`src/rtl/seg7_pkg.sv`:
```
// seg7_pkg: shared definitions for the seven-segment display reader.
// Holds the segment patterns (bit 0 = segment a, bit 6 = segment g),
// the special codes returned for blank and unrecognised patterns, and
// the per-digit stability FSM state type.
package seg7_pkg;

  localparam logic [6:0] SEG_0     = 7'b0111111;
  localparam logic [6:0] SEG_1     = 7'b0000110;
  localparam logic [6:0] SEG_2     = 7'b1011011;
  localparam logic [6:0] SEG_3     = 7'b1001111;
  localparam logic [6:0] SEG_4     = 7'b1100110;
  localparam logic [6:0] SEG_5     = 7'b1101101;
  localparam logic [6:0] SEG_6     = 7'b1111101;
  localparam logic [6:0] SEG_7     = 7'b0000111;
  localparam logic [6:0] SEG_8     = 7'b1111111;
  localparam logic [6:0] SEG_9     = 7'b1101111;
  localparam logic [6:0] SEG_BLANK = 7'b0000000;

  localparam logic [3:0] CODE_BLANK   = 4'hF;
  localparam logic [3:0] CODE_INVALID = 4'hE;

  // IDLE : no valid one-hot select sampled
  // TRACK: counting consecutive identical samples
  // HELD : digit captured, waiting for the input to change
  typedef enum logic [1:0] {
    IDLE  = 2'd0,
    TRACK = 2'd1,
    HELD  = 2'd2
  } seg7_state_e;

endpackage

```
`src/rtl/seg7_pattern_decode.sv`:
```
// seg7_pattern_decode: purely combinational map from a 7-segment pattern
// back to its digit value.
//   i_pattern : segment lines, bit 0 = a ... bit 6 = g
//   o_code    : 0..9 for digit patterns, CODE_BLANK for all-off,
//               CODE_INVALID for anything else
//   o_err     : set only for unrecognised patterns (blank is not an error)
module seg7_pattern_decode
  import seg7_pkg::*;
(
  input  logic [6:0] i_pattern,
  output logic [3:0] o_code,
  output logic       o_err
);

  // Pattern lookup; every unlisted pattern falls to the invalid code.
  always_comb begin
    o_code = CODE_INVALID;
    o_err  = 1'b1;
    case (i_pattern)
      SEG_0:     begin o_code = 4'd0;       o_err = 1'b0; end
      SEG_1:     begin o_code = 4'd1;       o_err = 1'b0; end
      SEG_2:     begin o_code = 4'd2;       o_err = 1'b0; end
      SEG_3:     begin o_code = 4'd3;       o_err = 1'b0; end
      SEG_4:     begin o_code = 4'd4;       o_err = 1'b0; end
      SEG_5:     begin o_code = 4'd5;       o_err = 1'b0; end
      SEG_6:     begin o_code = 4'd6;       o_err = 1'b0; end
      SEG_7:     begin o_code = 4'd7;       o_err = 1'b0; end
      SEG_8:     begin o_code = 4'd8;       o_err = 1'b0; end
      SEG_9:     begin o_code = 4'd9;       o_err = 1'b0; end
      SEG_BLANK: begin o_code = CODE_BLANK; o_err = 1'b0; end
      default:   begin o_code = CODE_INVALID; o_err = 1'b1; end
    endcase
  end

endmodule

```
`src/rtl/seg7_reader.sv`:
```
// seg7_reader: observes a multiplexed 7-segment display bus, waits for
// each selected digit to be stable for STABLE_CYCLES samples, decodes it
// and assembles complete frames presented on a valid/ready interface.
//
// Parameters:
//   DIGITS        number of multiplexed digits (1..8)
//   STABLE_CYCLES identical samples required before capture (>= 2)
// Ports:
//   clk, rst     clock, asynchronous active-high reset
//   seg_in       segment lines (bit 0 = a, bit 6 = g)
//   dig_sel      one-hot digit select
//   frame_data   decoded digits, digit i in [4i+3:4i]
//   frame_err    per-digit unrecognised-pattern flags
//   frame_valid  frame available; held until frame_ready
//   frame_ready  consumer accepts the frame
//   overrun      one-cycle pulse when a completed frame is dropped
//
// Build option: define SEG7_READER_SYNC_EN to put a two-flop synchronizer
// on seg_in/dig_sel ahead of the sample stage (adds 2 cycles latency).
module seg7_reader
  import seg7_pkg::*;
#(
  parameter int DIGITS        = 4,
  parameter int STABLE_CYCLES = 4
) (
  input  logic                  clk,
  input  logic                  rst,
  input  logic [6:0]            seg_in,
  input  logic [DIGITS-1:0]     dig_sel,
  output logic [4*DIGITS-1:0]   frame_data,
  output logic [DIGITS-1:0]     frame_err,
  output logic                  frame_valid,
  input  logic                  frame_ready,
  output logic                  overrun
);

  localparam int CNT_W = $clog2(STABLE_CYCLES + 1);

  logic [6:0]          w_seg_src;
  logic [DIGITS-1:0]   w_sel_src;

`ifdef SEG7_READER_SYNC_EN
  logic [6:0]          r_seg_meta;
  logic [6:0]          r_seg_sync;
  logic [DIGITS-1:0]   r_sel_meta;
  logic [DIGITS-1:0]   r_sel_sync;

  // Two-flop synchronizer for display lines asynchronous to clk.
  always_ff @(posedge clk or posedge rst) begin
    if (rst) begin
      r_seg_meta <= 7'd0;
      r_seg_sync <= 7'd0;
      r_sel_meta <= {DIGITS{1'b0}};
      r_sel_sync <= {DIGITS{1'b0}};
    end else begin
      r_seg_meta <= seg_in;
      r_seg_sync <= r_seg_meta;
      r_sel_meta <= dig_sel;
      r_sel_sync <= r_sel_meta;
    end
  end

  assign w_seg_src = r_seg_sync;
  assign w_sel_src = r_sel_sync;
`else
  assign w_seg_src = seg_in;
  assign w_sel_src = dig_sel;
`endif

  logic [6:0]          r_seg_smp;
  logic [DIGITS-1:0]   r_sel_smp;
  logic [6:0]          r_seg_prev;
  logic [DIGITS-1:0]   r_sel_prev;

  // Sample stage plus a one-cycle-older copy used for the equality test.
  always_ff @(posedge clk or posedge rst) begin
    if (rst) begin
      r_seg_smp  <= 7'd0;
      r_sel_smp  <= {DIGITS{1'b0}};
      r_seg_prev <= 7'd0;
      r_sel_prev <= {DIGITS{1'b0}};
    end else begin
      r_seg_smp  <= w_seg_src;
      r_sel_smp  <= w_sel_src;
      r_seg_prev <= r_seg_smp;
      r_sel_prev <= r_sel_smp;
    end
  end

  logic w_onehot;
  logic w_same;

  // x & (x-1) clears the lowest set bit; zero result with x != 0 means one-hot.
  assign w_onehot = (r_sel_smp != {DIGITS{1'b0}}) &&
                    ((r_sel_smp & (r_sel_smp - DIGITS'(1))) == {DIGITS{1'b0}});
  assign w_same   = (r_sel_smp == r_sel_prev) && (r_seg_smp == r_seg_prev);

  seg7_state_e       r_state;
  seg7_state_e       w_state_nxt;
  logic [CNT_W-1:0]  r_cnt;
  logic [CNT_W-1:0]  w_cnt_nxt;
  logic              w_capture;

  // Stability FSM state and counter registers.
  always_ff @(posedge clk or posedge rst) begin
    if (rst) begin
      r_state <= IDLE;
      r_cnt   <= {CNT_W{1'b0}};
    end else begin
      r_state <= w_state_nxt;
      r_cnt   <= w_cnt_nxt;
    end
  end

  // Next-state logic. The counter holds how many identical samples of the
  // current value have been seen; capture fires on the one that reaches
  // STABLE_CYCLES, after which HELD suppresses any repeat capture.
  always_comb begin
    w_state_nxt = r_state;
    w_cnt_nxt   = r_cnt;
    w_capture   = 1'b0;
    case (r_state)
      IDLE: begin
        if (w_onehot) begin
          w_state_nxt = TRACK;
          w_cnt_nxt   = CNT_W'(1);
        end else begin
          w_state_nxt = IDLE;
          w_cnt_nxt   = {CNT_W{1'b0}};
        end
      end
      TRACK: begin
        if (!w_onehot) begin
          w_state_nxt = IDLE;
          w_cnt_nxt   = {CNT_W{1'b0}};
        end else if (!w_same) begin
          w_state_nxt = TRACK;
          w_cnt_nxt   = CNT_W'(1);
        end else if (r_cnt == CNT_W'(STABLE_CYCLES - 1)) begin
          w_state_nxt = HELD;
          w_cnt_nxt   = CNT_W'(STABLE_CYCLES);
          w_capture   = 1'b1;
        end else begin
          w_state_nxt = TRACK;
          w_cnt_nxt   = r_cnt + CNT_W'(1);
        end
      end
      HELD: begin
        if (!w_onehot) begin
          w_state_nxt = IDLE;
          w_cnt_nxt   = {CNT_W{1'b0}};
        end else if (!w_same) begin
          w_state_nxt = TRACK;
          w_cnt_nxt   = CNT_W'(1);
        end else begin
          w_state_nxt = HELD;
          w_cnt_nxt   = r_cnt;
        end
      end
      default: begin
        w_state_nxt = IDLE;
        w_cnt_nxt   = {CNT_W{1'b0}};
      end
    endcase
  end

  logic [3:0] w_code;
  logic       w_err;

  seg7_pattern_decode u_decode (
    .i_pattern (r_seg_smp),
    .o_code    (w_code),
    .o_err     (w_err)
  );

  logic [DIGITS-1:0]   w_cap_bits;
  logic                w_frame_done;
  logic [DIGITS-1:0]   r_mask;
  logic [4*DIGITS-1:0] r_work_data;
  logic [DIGITS-1:0]   r_work_err;
  logic                r_done;

  // The capture in flight counts toward completion in the same cycle.
  assign w_cap_bits   = w_capture ? r_sel_smp : {DIGITS{1'b0}};
  assign w_frame_done = w_capture && ((r_mask | w_cap_bits) == {DIGITS{1'b1}});

  // Working slots and capture mask; the mask restarts once a frame completes.
  always_ff @(posedge clk or posedge rst) begin
    if (rst) begin
      r_mask      <= {DIGITS{1'b0}};
      r_work_data <= {(4*DIGITS){1'b0}};
      r_work_err  <= {DIGITS{1'b0}};
    end else begin
      for (int i = 0; i < DIGITS; i++) begin
        if (w_cap_bits[i]) begin
          r_work_data[4*i +: 4] <= w_code;
          r_work_err[i]         <= w_err;
        end
      end
      if (w_frame_done) begin
        r_mask <= {DIGITS{1'b0}};
      end else begin
        r_mask <= r_mask | w_cap_bits;
      end
    end
  end

  // Completion flag, delayed one cycle so the slots already hold the final digit.
  always_ff @(posedge clk or posedge rst) begin
    if (rst) begin
      r_done <= 1'b0;
    end else begin
      r_done <= w_frame_done;
    end
  end

  logic [4*DIGITS-1:0] r_frame_data;
  logic [DIGITS-1:0]   r_frame_err;
  logic                r_frame_valid;
  logic                r_overrun;

  // Output frame register with valid/ready handshake and overrun detection.
  always_ff @(posedge clk or posedge rst) begin
    if (rst) begin
      r_frame_data  <= {(4*DIGITS){1'b0}};
      r_frame_err   <= {DIGITS{1'b0}};
      r_frame_valid <= 1'b0;
      r_overrun     <= 1'b0;
    end else if (r_done) begin
      if (!r_frame_valid || frame_ready) begin
        r_frame_data  <= r_work_data;
        r_frame_err   <= r_work_err;
        r_frame_valid <= 1'b1;
        r_overrun     <= 1'b0;
      end else begin
        r_overrun     <= 1'b1;
      end
    end else begin
      r_overrun <= 1'b0;
      if (r_frame_valid && frame_ready) begin
        r_frame_valid <= 1'b0;
      end
    end
  end

  assign frame_data  = r_frame_data;
  assign frame_err   = r_frame_err;
  assign frame_valid = r_frame_valid;
  assign overrun     = r_overrun;

endmodule

```
`config.mk`:
```
export PLATFORM = sky130hd
export DESIGN_NAME = seg7_reader
export DESIGN_NICKNAME = d
export VERILOG_FILES = /design/src/rtl/seg7_pkg.sv /design/src/rtl/seg7_pattern_decode.sv /design/src/rtl/seg7_reader.sv
export SDC_FILE = /design/constraint.sdc
export NUM_CORES = 1
export LEC_CHECK = 0
export CORE_AREA = 5 5 61 118
export CTS_CLUSTER_DIAMETER = 100
export DETAILED_ROUTE_END_ITERATION = 8
export DIE_AREA = 0 0 66 123
export PLACE_DENSITY = 0.7
export RECOVER_POWER = 50
export SLEW_MARGIN = 20
export SYNTH_ARGS = -nofsm -noshare
export SYNTH_HDL_FRONTEND = slang
export SYNTH_HIERARCHICAL = 1
export SYNTH_SLANG_ARGS = --single-unit
export TNS_END_PERCENT = 20
```
`constraint.sdc`:
```
create_clock -name clk -period 4.3 [get_ports clk]
set_clock_uncertainty 0.05 [all_clocks]
set_input_delay 0.645 -clock clk [delete_from_list [all_inputs] [get_ports clk]]
set_output_delay 0.645 -clock clk [all_outputs]
set_load 0.005 [all_outputs]
```
; Word-level counts from Yosys, hierarchy flattened
; Cells that the tools add are included.
[op_classes]
eq_ne = 18
reduce_logical = 14
addsub = 2
bitwise = 2
n_mux = 27
[ops]
columns = op, n
row1 = == test 7 bit (second input constant), 7
row2 = one-hot mux 4 bit (11 select lines), 1
row3 = 2-to-1 mux 3 bit, 5
row4 = == test 7 x 3 -> 1 bit (second input constant), 2
row5 = 2-to-1 mux 1 bit, 12
row6 = OR reduction 11 bit, 1
row7 = 2-to-1 mux 2 bit, 5
row8 = one-hot mux 3 bit (3 select lines), 1
row9 = 2-to-1 mux 4 bit, 2
row10 = == test 7 x 6 -> 1 bit (second input constant), 1
row11 = == test 7 bit, 1
row12 = zero test 7 bit, 1
row13 = one-hot mux 2 bit (3 select lines), 1
row14 = AND 4 bit, 1
row15 = == test 4 bit, 1
row16 = == test 4 bit (second input constant), 1
row17 = logical AND 1 bit, 4
row18 = zero test 4 bit, 1
row19 = OR 4 bit, 1
row20 = AND reduction 2 bit, 2
row21 = nonzero test 4 bit, 1
row22 = subtractor 4 x 1 -> 4 bit (second input constant), 1
row23 = adder 3 x 1 -> 3 bit (second input constant), 1
row24 = == test 3 x 2 -> 1 bit (second input constant), 1
row25 = 8 further kinds, 8
[totals]
wordCells = 83
input_bits = 14
register_bits = 74
output_inout_bits = 22

; Logic depth before layout (Yosys ltp)
; Gate-level depths: netlist of run 1.
[depth]
ltp_word = 11
depth_mapped = 7
depth_no_buf = 7

; Modules after synthesis
; Netlist of run 1, hierarchy kept.
[modules_own_cells]
columns = mod, area_each_um2, n_inst, seq_area_each_um2, cells_per_inst
row1 = seg7_reader, 2800.2, 1, 1851.8, 193
row2 = seg7_pattern_decode, 212.7, 1, 0.0, 31

; Worst setup path after synthesis of run 1
; Ideal clock, no wire load.
[synth_timing]
path_type = reg-to-reg
start = register r_seg_smp[4]
end = register r_work_data[11]
n_path_buf = 0
t_arrival_ns = 1.898
path_stages_with_launch = 6
setup_slack_ns = 2.227
period_less_slack_ns = 2.073
setup_ns = 0.125
required_time_ns = 4.125
path_cell_list = dfrtp_1 > or4_4 > a21oi_4 > nor4_2 > or3_1 > mux2_2
[synth_between]
word_cells_on_any_way = 18
cone_classes = eq/ne (11) / mux (5) / reduce/logical (2)
[synth_rtl]
columns = element, line
row1 = from (decl), seg7_reader.sv:70  ; logic [6:0] r_seg_smp;
row2 = from (signal assigned), seg7_reader.sv:83  ; r_seg_smp <= w_seg_src;
row3 = == test 7 bit (tied with other cells), seg7_pattern_decode.sv:19  ; case (i_pattern)
row4 = one-hot mux 4 bit (11 select lines) (*), seg7_pattern_decode.sv:19
row5 = via w_code[3], seg7_reader.sv:167  ; logic [3:0] w_code;
row6 = to (signal assigned), seg7_reader.sv:191  ; r_work_data <= {(4*DIGITS){1'b0}};
row7 = "to (signal, indexed assignment)", seg7_reader.sv:196  ; r_work_data[4*i +: 4] <= w_code;
row8 = to (decl), seg7_reader.sv:179  ; logic [4*DIGITS-1:0] r_work_data;
; The timed path passes the listed nets; every way through them passes the cells marked *.
; A chain may end at the register's enable or synchronous reset.

==> summary.md, run 1 <==
| Metric | Value |
|---|---|
| HP Class | reg -> reg |
| Setup slack, reg-to-reg | just under 2 ns |
| Endpoints failing setup | 0 |
| Mapped Area | approximately 3000 um2 |
| RSZ-0062 raised after global routing | false |
| GPL Wtd Cong | approximately 0.77 |
| DP Area | about 3400 um2 |
| Failing checks | max-capacitance violations, max-slew violations |
| Worst r2r path cells | 7 |
| Share of flip-flops with an asynchronous set or reset | 100% |
| Total Neg Setup Slack | 0 ns |
| Number of flops mapped to enable cells by yosys | 0 |
| Largest net degree at the start of global routing | 54 |
| Tightest Pin Transition | 2.20 ns |
| Fin area | between 3000 and 4000 um2 |
| Crit path largest cell delay | roughly 1.3 ns |
| IO Port Bufs | 35 |
| Via density | between 5 and 6 |
| Hold Vio Cnt, Final | 0 |
| Core Footprint | ~6200 um2 |
| PostCTS Resize Cnt | 0 |
| Final Non-Filler Cells | roughly 350 |
| Top_reg_cell synth | dfrtp_1 |
| Hold_sp | r_done |
| Required time of the worst setup path | approximately 4.7 ns |
| Root Driver | clkbuf_16 |
| Delay-heaviest family, CP | buffers and inverters |
| DRT iter0 DRCs | between 40 and 50 |
| Total number of vias | roughly 1,900 |
| Post-Syn Instances | about 220 |
| Average size of a mapped cell | 13.5 um2 |
| Clk_lat worst skew | around 0.32 ns |
| Hold Crit Depth | 2 |
| Setup crit end | frame_data[6] |
| Worst path arrival time | between 2 and 3 ns |
| Pre-Repair DR Iteration Count | 5 |
| Setup Buffers After CTS | 0 |
| Row count | between 40 and 50 |
| Top Ports | 36 |
| Mapped Nets | between 200 and 250 |
| Fin util | approximately three fifths |
| Syn. warnings | 6 |
| Max-cap violation count | 1 |
| Critical Path, Cell by Cell | dlygate4sd3_1 > clkinvlp_2 > buf_4 |
| Cells after DPL | ~340 |
| Antenna Nets Post-Route | 0 |
| Total Nets Final | 280 |
| Period Utilization, post-route | ~58% |
| Number of inserted diodes | 0 |
| Area grow syn2layout | 22.4% |
| Routed WL | 5.37 mm |
| Buffers & Inverters on Critical Path | 3 |
| Synthesized flop and latch total | 74 |
| Top-area cell type share of the netlist area | roughly 61% |
| First-pass GRT wire length | between 8 and 9 mm |
| Slew HR | -47.4% |
| Vias in the first global route | slightly above 2,000 |
| Placed wire-length estimate | 3.88 mm |
| Peak supply drop | approximately 350 uV |
| Outcome | finished, violations left |
| Number of H-tree levels | 3 |
| Num CTS Buffers | 9 |
| Instance count on the critical path | 3 |
| P_leak | between 1.5 and 2 nW |
| Crit start category | input pin |
| Fin Hold WS | roughly 0.45 ns |
| Die ar. | 8120 um2 |
| Drt drc | 0 |
| Reg2reg start | r_cnt[0] |
| Synth cell types | between 40 and 50 |
| Synth area leaders | dfrtp_1 61%, mux2_2 15%, xnor2_1 3.5% |
| Post-Place Worst Slack | around 1.8 ns |
| Gr ovfl total | 0 |
| GRT Resource Usage Total | about 15% |
| Antenna violations before repair | 0 |
| FILL cells | between 500 and 600 |
| Crit end category | async pin |
| Largest area contributor in the netlist | dfrtp_1 |
| Post-synthesis sequential area ratio | approximately three fifths |
| CP Max Fanout | 53 |
| CP startpoint | rst |
| Power Dens Cells | 380 nW/um2 |
| Total Power | between 1 and 1.5 mW |
| Worst setup margin | 1.79 ns |
| Fin crit period | between 2 and 3 ns |
| Hold_buf cts | 0 |
| Layout cells sized above 1 | between 20% and 30% |
| Worst reg2reg path endpoint | r_work_data[0] |
| Die height | about 120 um |
| Clk pin slew, worst setup/hold paths | around 0.05 ns |
| Fmax | ~400 MHz |
| Kind of critical path | in -> async |
| Final Slew Violations | 54 |
| Die width | ~66 um |
| CTS tree | done |
| Clock sinks | 74 |
| Clk buf depth | 2 |
| Starting Density | 48.5% |
| Routed len/inst | 15.3 um |
| Slowest-stage cell, CP | clkinvlp_2 |
-- cell families after synthesis --
family | count (synthesis) | share of synthesized area (%)
AOI/OAI and AO/OA | 22 | 4.69
xor gates and xnor gates | 13 | 3.78
adders and majority gates | 2 | 0.830
buffers and inverters | 11 | 1.62
DFF | 74 | 61.5
muxes | 40 | 15.0
and+or+nand+nor | 62 | 12.7
-- cell usage in the layout (no fill, tap or decap), drive strengths merged, types with 8 or more instances in the layout --
cell	netlist	layout
dfrtp	74	74
mux2	40	40
clkdlybuf4s50	0	22
nor2	14	14
a21oi	14	14
dlygate4sd3	0	13
xnor2	12	12
clkbuf	4	12
nand2	8	8
-- synth_stat cells, drive strengths merged (3+ instances only) --
cell type / count
or3: 4
inv: 4
a21oi: 14
xnor2: 12
nor3: 5
nand3: 4
nor2: 14
mux2: 40
buf: 3
nand4: 5
clkbuf: 4
nand2b: 4
dfrtp: 74
nand2: 8
-- power by group --
group / leakage [nW] / internal, mW / switching (mW)
combinational: 0.567 / 0.0270 / 0.0323
clock: 0.118 / 0.379 / 0.236
sequential: 0.981 / 0.710 / 0.0178
-- state kept, by name, indices dropped and copies added (netlist names) --
name and cells:
frame_err 4, frame_valid 1, overrun 1, r_seg_smp 7
r_done 1, r_mask 4, frame_data 16, r_work_err 4
r_work_data 16, r_state 2, r_cnt 3, r_sel_prev 4
r_seg_prev 7, r_sel_smp 4
-- metal layers --
metal | GRT usage (%) | wire (um) | vias up
met4 | 8.91 | 149 | 0
li1 | - | - | 868
met2 | 25.3 | 2910 | 47
met1 | 16.1 | 2070 | 956
met5 | 0 | 0 | -
met3 | 4.27 | 237 | 10
-- how the worst min path moves through the flow --
stage | end | slack [ns]
finish | frame_valid | 0.45
global route | frame_valid | 0.47
CTS | frame_data[10] | 0.46
detailed placement | frame_err[0] | 0.44
global placement | frame_valid | 0.41
floorplan | r_sel_prev[1] | 0.30
-- layout make-up --
cell class	count	area (um2)	share of cell area (%)
inverter	4	16.3	0.441
tap	86	108	2.92
timing repair buffer	36	358	9.70
clock buffer	12	236	6.41
multi-input combinational	139	1110	30.2
sequential	74	1850	50.2
clock inverter	1	5.00	0.136
-- tightest hold or removal path, stage by stage, from the launching register on --
cell     delay [ns]
dfrtp_1        0.35
inv_1          0.06
nand2_1        0.05
Note: power is estimated with default switching activity, not from simulation.
==> run 2, diff against run 1 <==
--- a/config.mk
+++ b/config.mk
@@ -5,11 +5,11 @@
 export SDC_FILE = /design/constraint.sdc
 export NUM_CORES = 1
 export LEC_CHECK = 0
-export CORE_AREA = 5 5 61 118
+export CORE_AREA = 5 5 62 119
 export CTS_CLUSTER_DIAMETER = 100
 export DETAILED_ROUTE_END_ITERATION = 8
-export DIE_AREA = 0 0 66 123
-export PLACE_DENSITY = 0.7
+export DIE_AREA = 0 0 67 124
+export PLACE_DENSITY = 0.71
 export RECOVER_POWER = 50
 export SLEW_MARGIN = 20
 export SYNTH_ARGS = -nofsm -noshare
==> constraint.sdc (replaced) <==
create_clock -name clk -period 2.2 [get_ports clk]
set_clock_uncertainty 0.05 [all_clocks]
set_input_delay 0.33 -clock clk [delete_from_list [all_inputs] [get_ports clk]]
set_output_delay 0.33 -clock clk [all_outputs]
set_load 0.005 [all_outputs]
==> summary.md, run 2 (same netlist as run 1, synthesis figures left out) <==
| Metric | Value |
|---|---|
| Outcome | completed |
| Setup crit end | r_work_data[13] |
| Area grow syn2layout | 33.7% |
| Slew HR | 36.4% (+84 points) |
| Die ar. | 8310 um2 (+2.3%) |
| FILL cells | 486 (-3.6%) |
| Clk_lat worst skew | 0.33 ns (about the same) |
| P_int | 2.39 mW (+110%) |
| Fin crit period | 2.12 ns |
| Hold_buf cts | 0 (unchanged) |
| Drt drc | 0 (unchanged) |
| Sequential power share | 46.9% (-5.0 points) |
| Period Utilization, post-route | a little over nine tenths |
| Total Power | 3.03 mW (+120%) |
| CTS tree | done |
| Sw Pwr | 0.633 mW (+120%) |
| Worst setup margin | 0.0779 ns (-1.71 ns) |
| Total Neg Setup Slack | 0 ns (unchanged) |
| Hold Crit Depth | 2 (unchanged) |
| Core Footprint | 6310 um2 (+1.7%) |
| Total Nets Final | 304 (+8.6%) |
| Fin util | 63.9% (+4.4 points) |
| Antenna Nets Post-Route | 0 (unchanged) |
| Routed len/inst | 16.1 um (+5.7%) |
| Endpoints failing setup | 0 (unchanged) |
| Cells after DPL | 363 (+7.1%) |
| Clk buf depth | 2 (unchanged) |
| Clock power frac | 48.1% (+4.2 points) |
| Row count | 41 (unchanged) |
| Setup slack, reg-to-reg | 0.08 ns (-1.87 ns) |
| Root Driver | clkbuf_16 |
| Kind of critical path | reg -> reg |
| Num CTS Buffers | 9 (unchanged) |
| Number of inserted diodes | 0 (unchanged) |
| Worst r2r path cells | 5 (-2) |
| Clock sinks | 74 (unchanged) |
| Required time of the worst setup path | 2.36 ns (-2.38 ns) |
| Logic pwr share | 5.1% (+0.9 points) |
| Vias in the first global route | 2,130 (+5.7%) |
| Clk pin slew, worst setup/hold paths | 0.05 ns (about the same) |
| Routed WL | 6.11 mm (+14%) |
| GRT Resource Usage Total | 17.2% (+2.3 points) |
| Fmax | 471 MHz |
| Crit end category | flip-flop |
| First-pass GRT wire length | 10.3 mm (+14%) |
| Worst reg2reg path endpoint | r_work_data[13] |
| Gr ovfl total | 0 (unchanged) |
| HP Class | reg -> reg |
| Placed wire-length estimate | 4.57 mm (+18%) |
| Peak supply drop | 680 uV (+92%) |
| DRT iter0 DRCs | 42 (-6.7%) |
| Final Slew Violations | 0 (-100%) |
| Post-Place Worst Slack | -0.0172 ns (-1.85 ns) |
| Total number of vias | 1,940 (+3.1%) |
| Commonest cells after routing, fill and taps aside | 70 x dfrtp_1, 40 x mux2_2, 22 x clkdlybuf4s50_1, 19 x buf_4, 14 x nor2_1 |
| Via density | 5.12 (-4.2%) |
| CP startpoint | r_seg_smp[0] |
| Die height | 124 um (+0.81%) |
| Number of H-tree levels | 3 (unchanged) |
| Crit start category | flip-flop |
| Hold Vio Cnt, Final | 0 (unchanged) |
| Pre-Repair DR Iteration Count | 4 (-1) |
| Tightest Pin Transition | 0.948 ns (-1.25 ns) |
| Layout cells sized above 1 | 35.8% (+14 points) |
| Die width | 67 um (+1.5%) |
| Antenna violations before repair | 0 (unchanged) |
| Reg2reg start | r_seg_smp[0] |
| Final Non-Filler Cells | 379 (+7.7%) |
| Top Ports | 36 (unchanged) |
| GPL Wtd Cong | 0.934 (+21%) |
| Power Dens Cells | 751 nW/um2 (+97%) |
| Sw frac | 20.9% (+0.50 points) |
| IO Port Bufs | 35 (unchanged) |
| Largest net degree at the start of global routing | 30 (-44%) |
| CP Max Fanout | 8 (-85%) |
| Leading cell type in the layout, fill and taps excluded | dfrtp_1 |
| P_leak | 1.84 nW (+10%) |
| Starting Density | 47.7% (-0.79 points) |
| Max-cap violation count | 0 (-1) |
| Worst path arrival time | 2.28 ns (-0.67 ns) |
[run 2: stage by stage]
step	instance area [um2]	hold WS [ns]
floorplan	3020	0.299
global route	4030	0.455
detailed placement	3650	0.402
global placement	3650	0.396
finish	4030	0.418
CTS	3970	0.354
[run 2: worst min-delay path by stage]
stage / start / endpoint
finish: r_done / frame_valid
global route: r_done / frame_valid
floorplan: r_sel_smp[1] / r_sel_prev[1]
detailed placement: r_done / frame_valid
global placement: r_done / frame_valid
CTS: rst / r_mask[1]
[run 2: timing repair]
action / in CTS / in global routing
pin swaps: 0 / 6
buffers inserted: 0 / 0
hold endpoints to repair: 0 / 0
resized for setup: 3 / 23
endpoints found under the setup margin: 8 / 20
[run 2: cell type report]
cell class	count	area, um2	share of cell area, %
Clock buffer	11	253	6.27
Clock inverter	5	52.6	1.30
Inverter	4	16.3	0.404
Multi-Input combinational cell	139	1210	30.0
Sequential cell	74	1860	46.1
Tap cell	86	108	2.67
Timing Repair Buffer	60	533	13.2
[run 2: power groups by stage]
stage | Sequential (mW) | Combinational [mW] | Clock (mW)
floorplan | 1.43 | 0.0921 | 0
global route | 1.42 | 0.173 | 1.54
detailed placement | 1.44 | 0.160 | 0
finish | 1.42 | 0.153 | 1.45
global placement | 1.44 | 0.157 | 0
CTS | 1.41 | 0.161 | 1.48
[run 2: layer usage]
metal | vias up | global-route usage [%] | wire (um)
li1 | 928 | - | -
met1 | 970 | 17.0 | 2190
met2 | 29 | 31.6 | 3600
met3 | 13 | 3.88 | 167
met4 | 0 | 9.53 | 156
met5 | - | 0 | 0
[run 2: critical path, cell delays in order, from the launching register on]
cell	delay (ns)
dfrtp_1	0.46
or4b_4	0.58
a21oi_4	0.19
nor4_2	0.08
or3_4	0.37
mux2_2	0.27
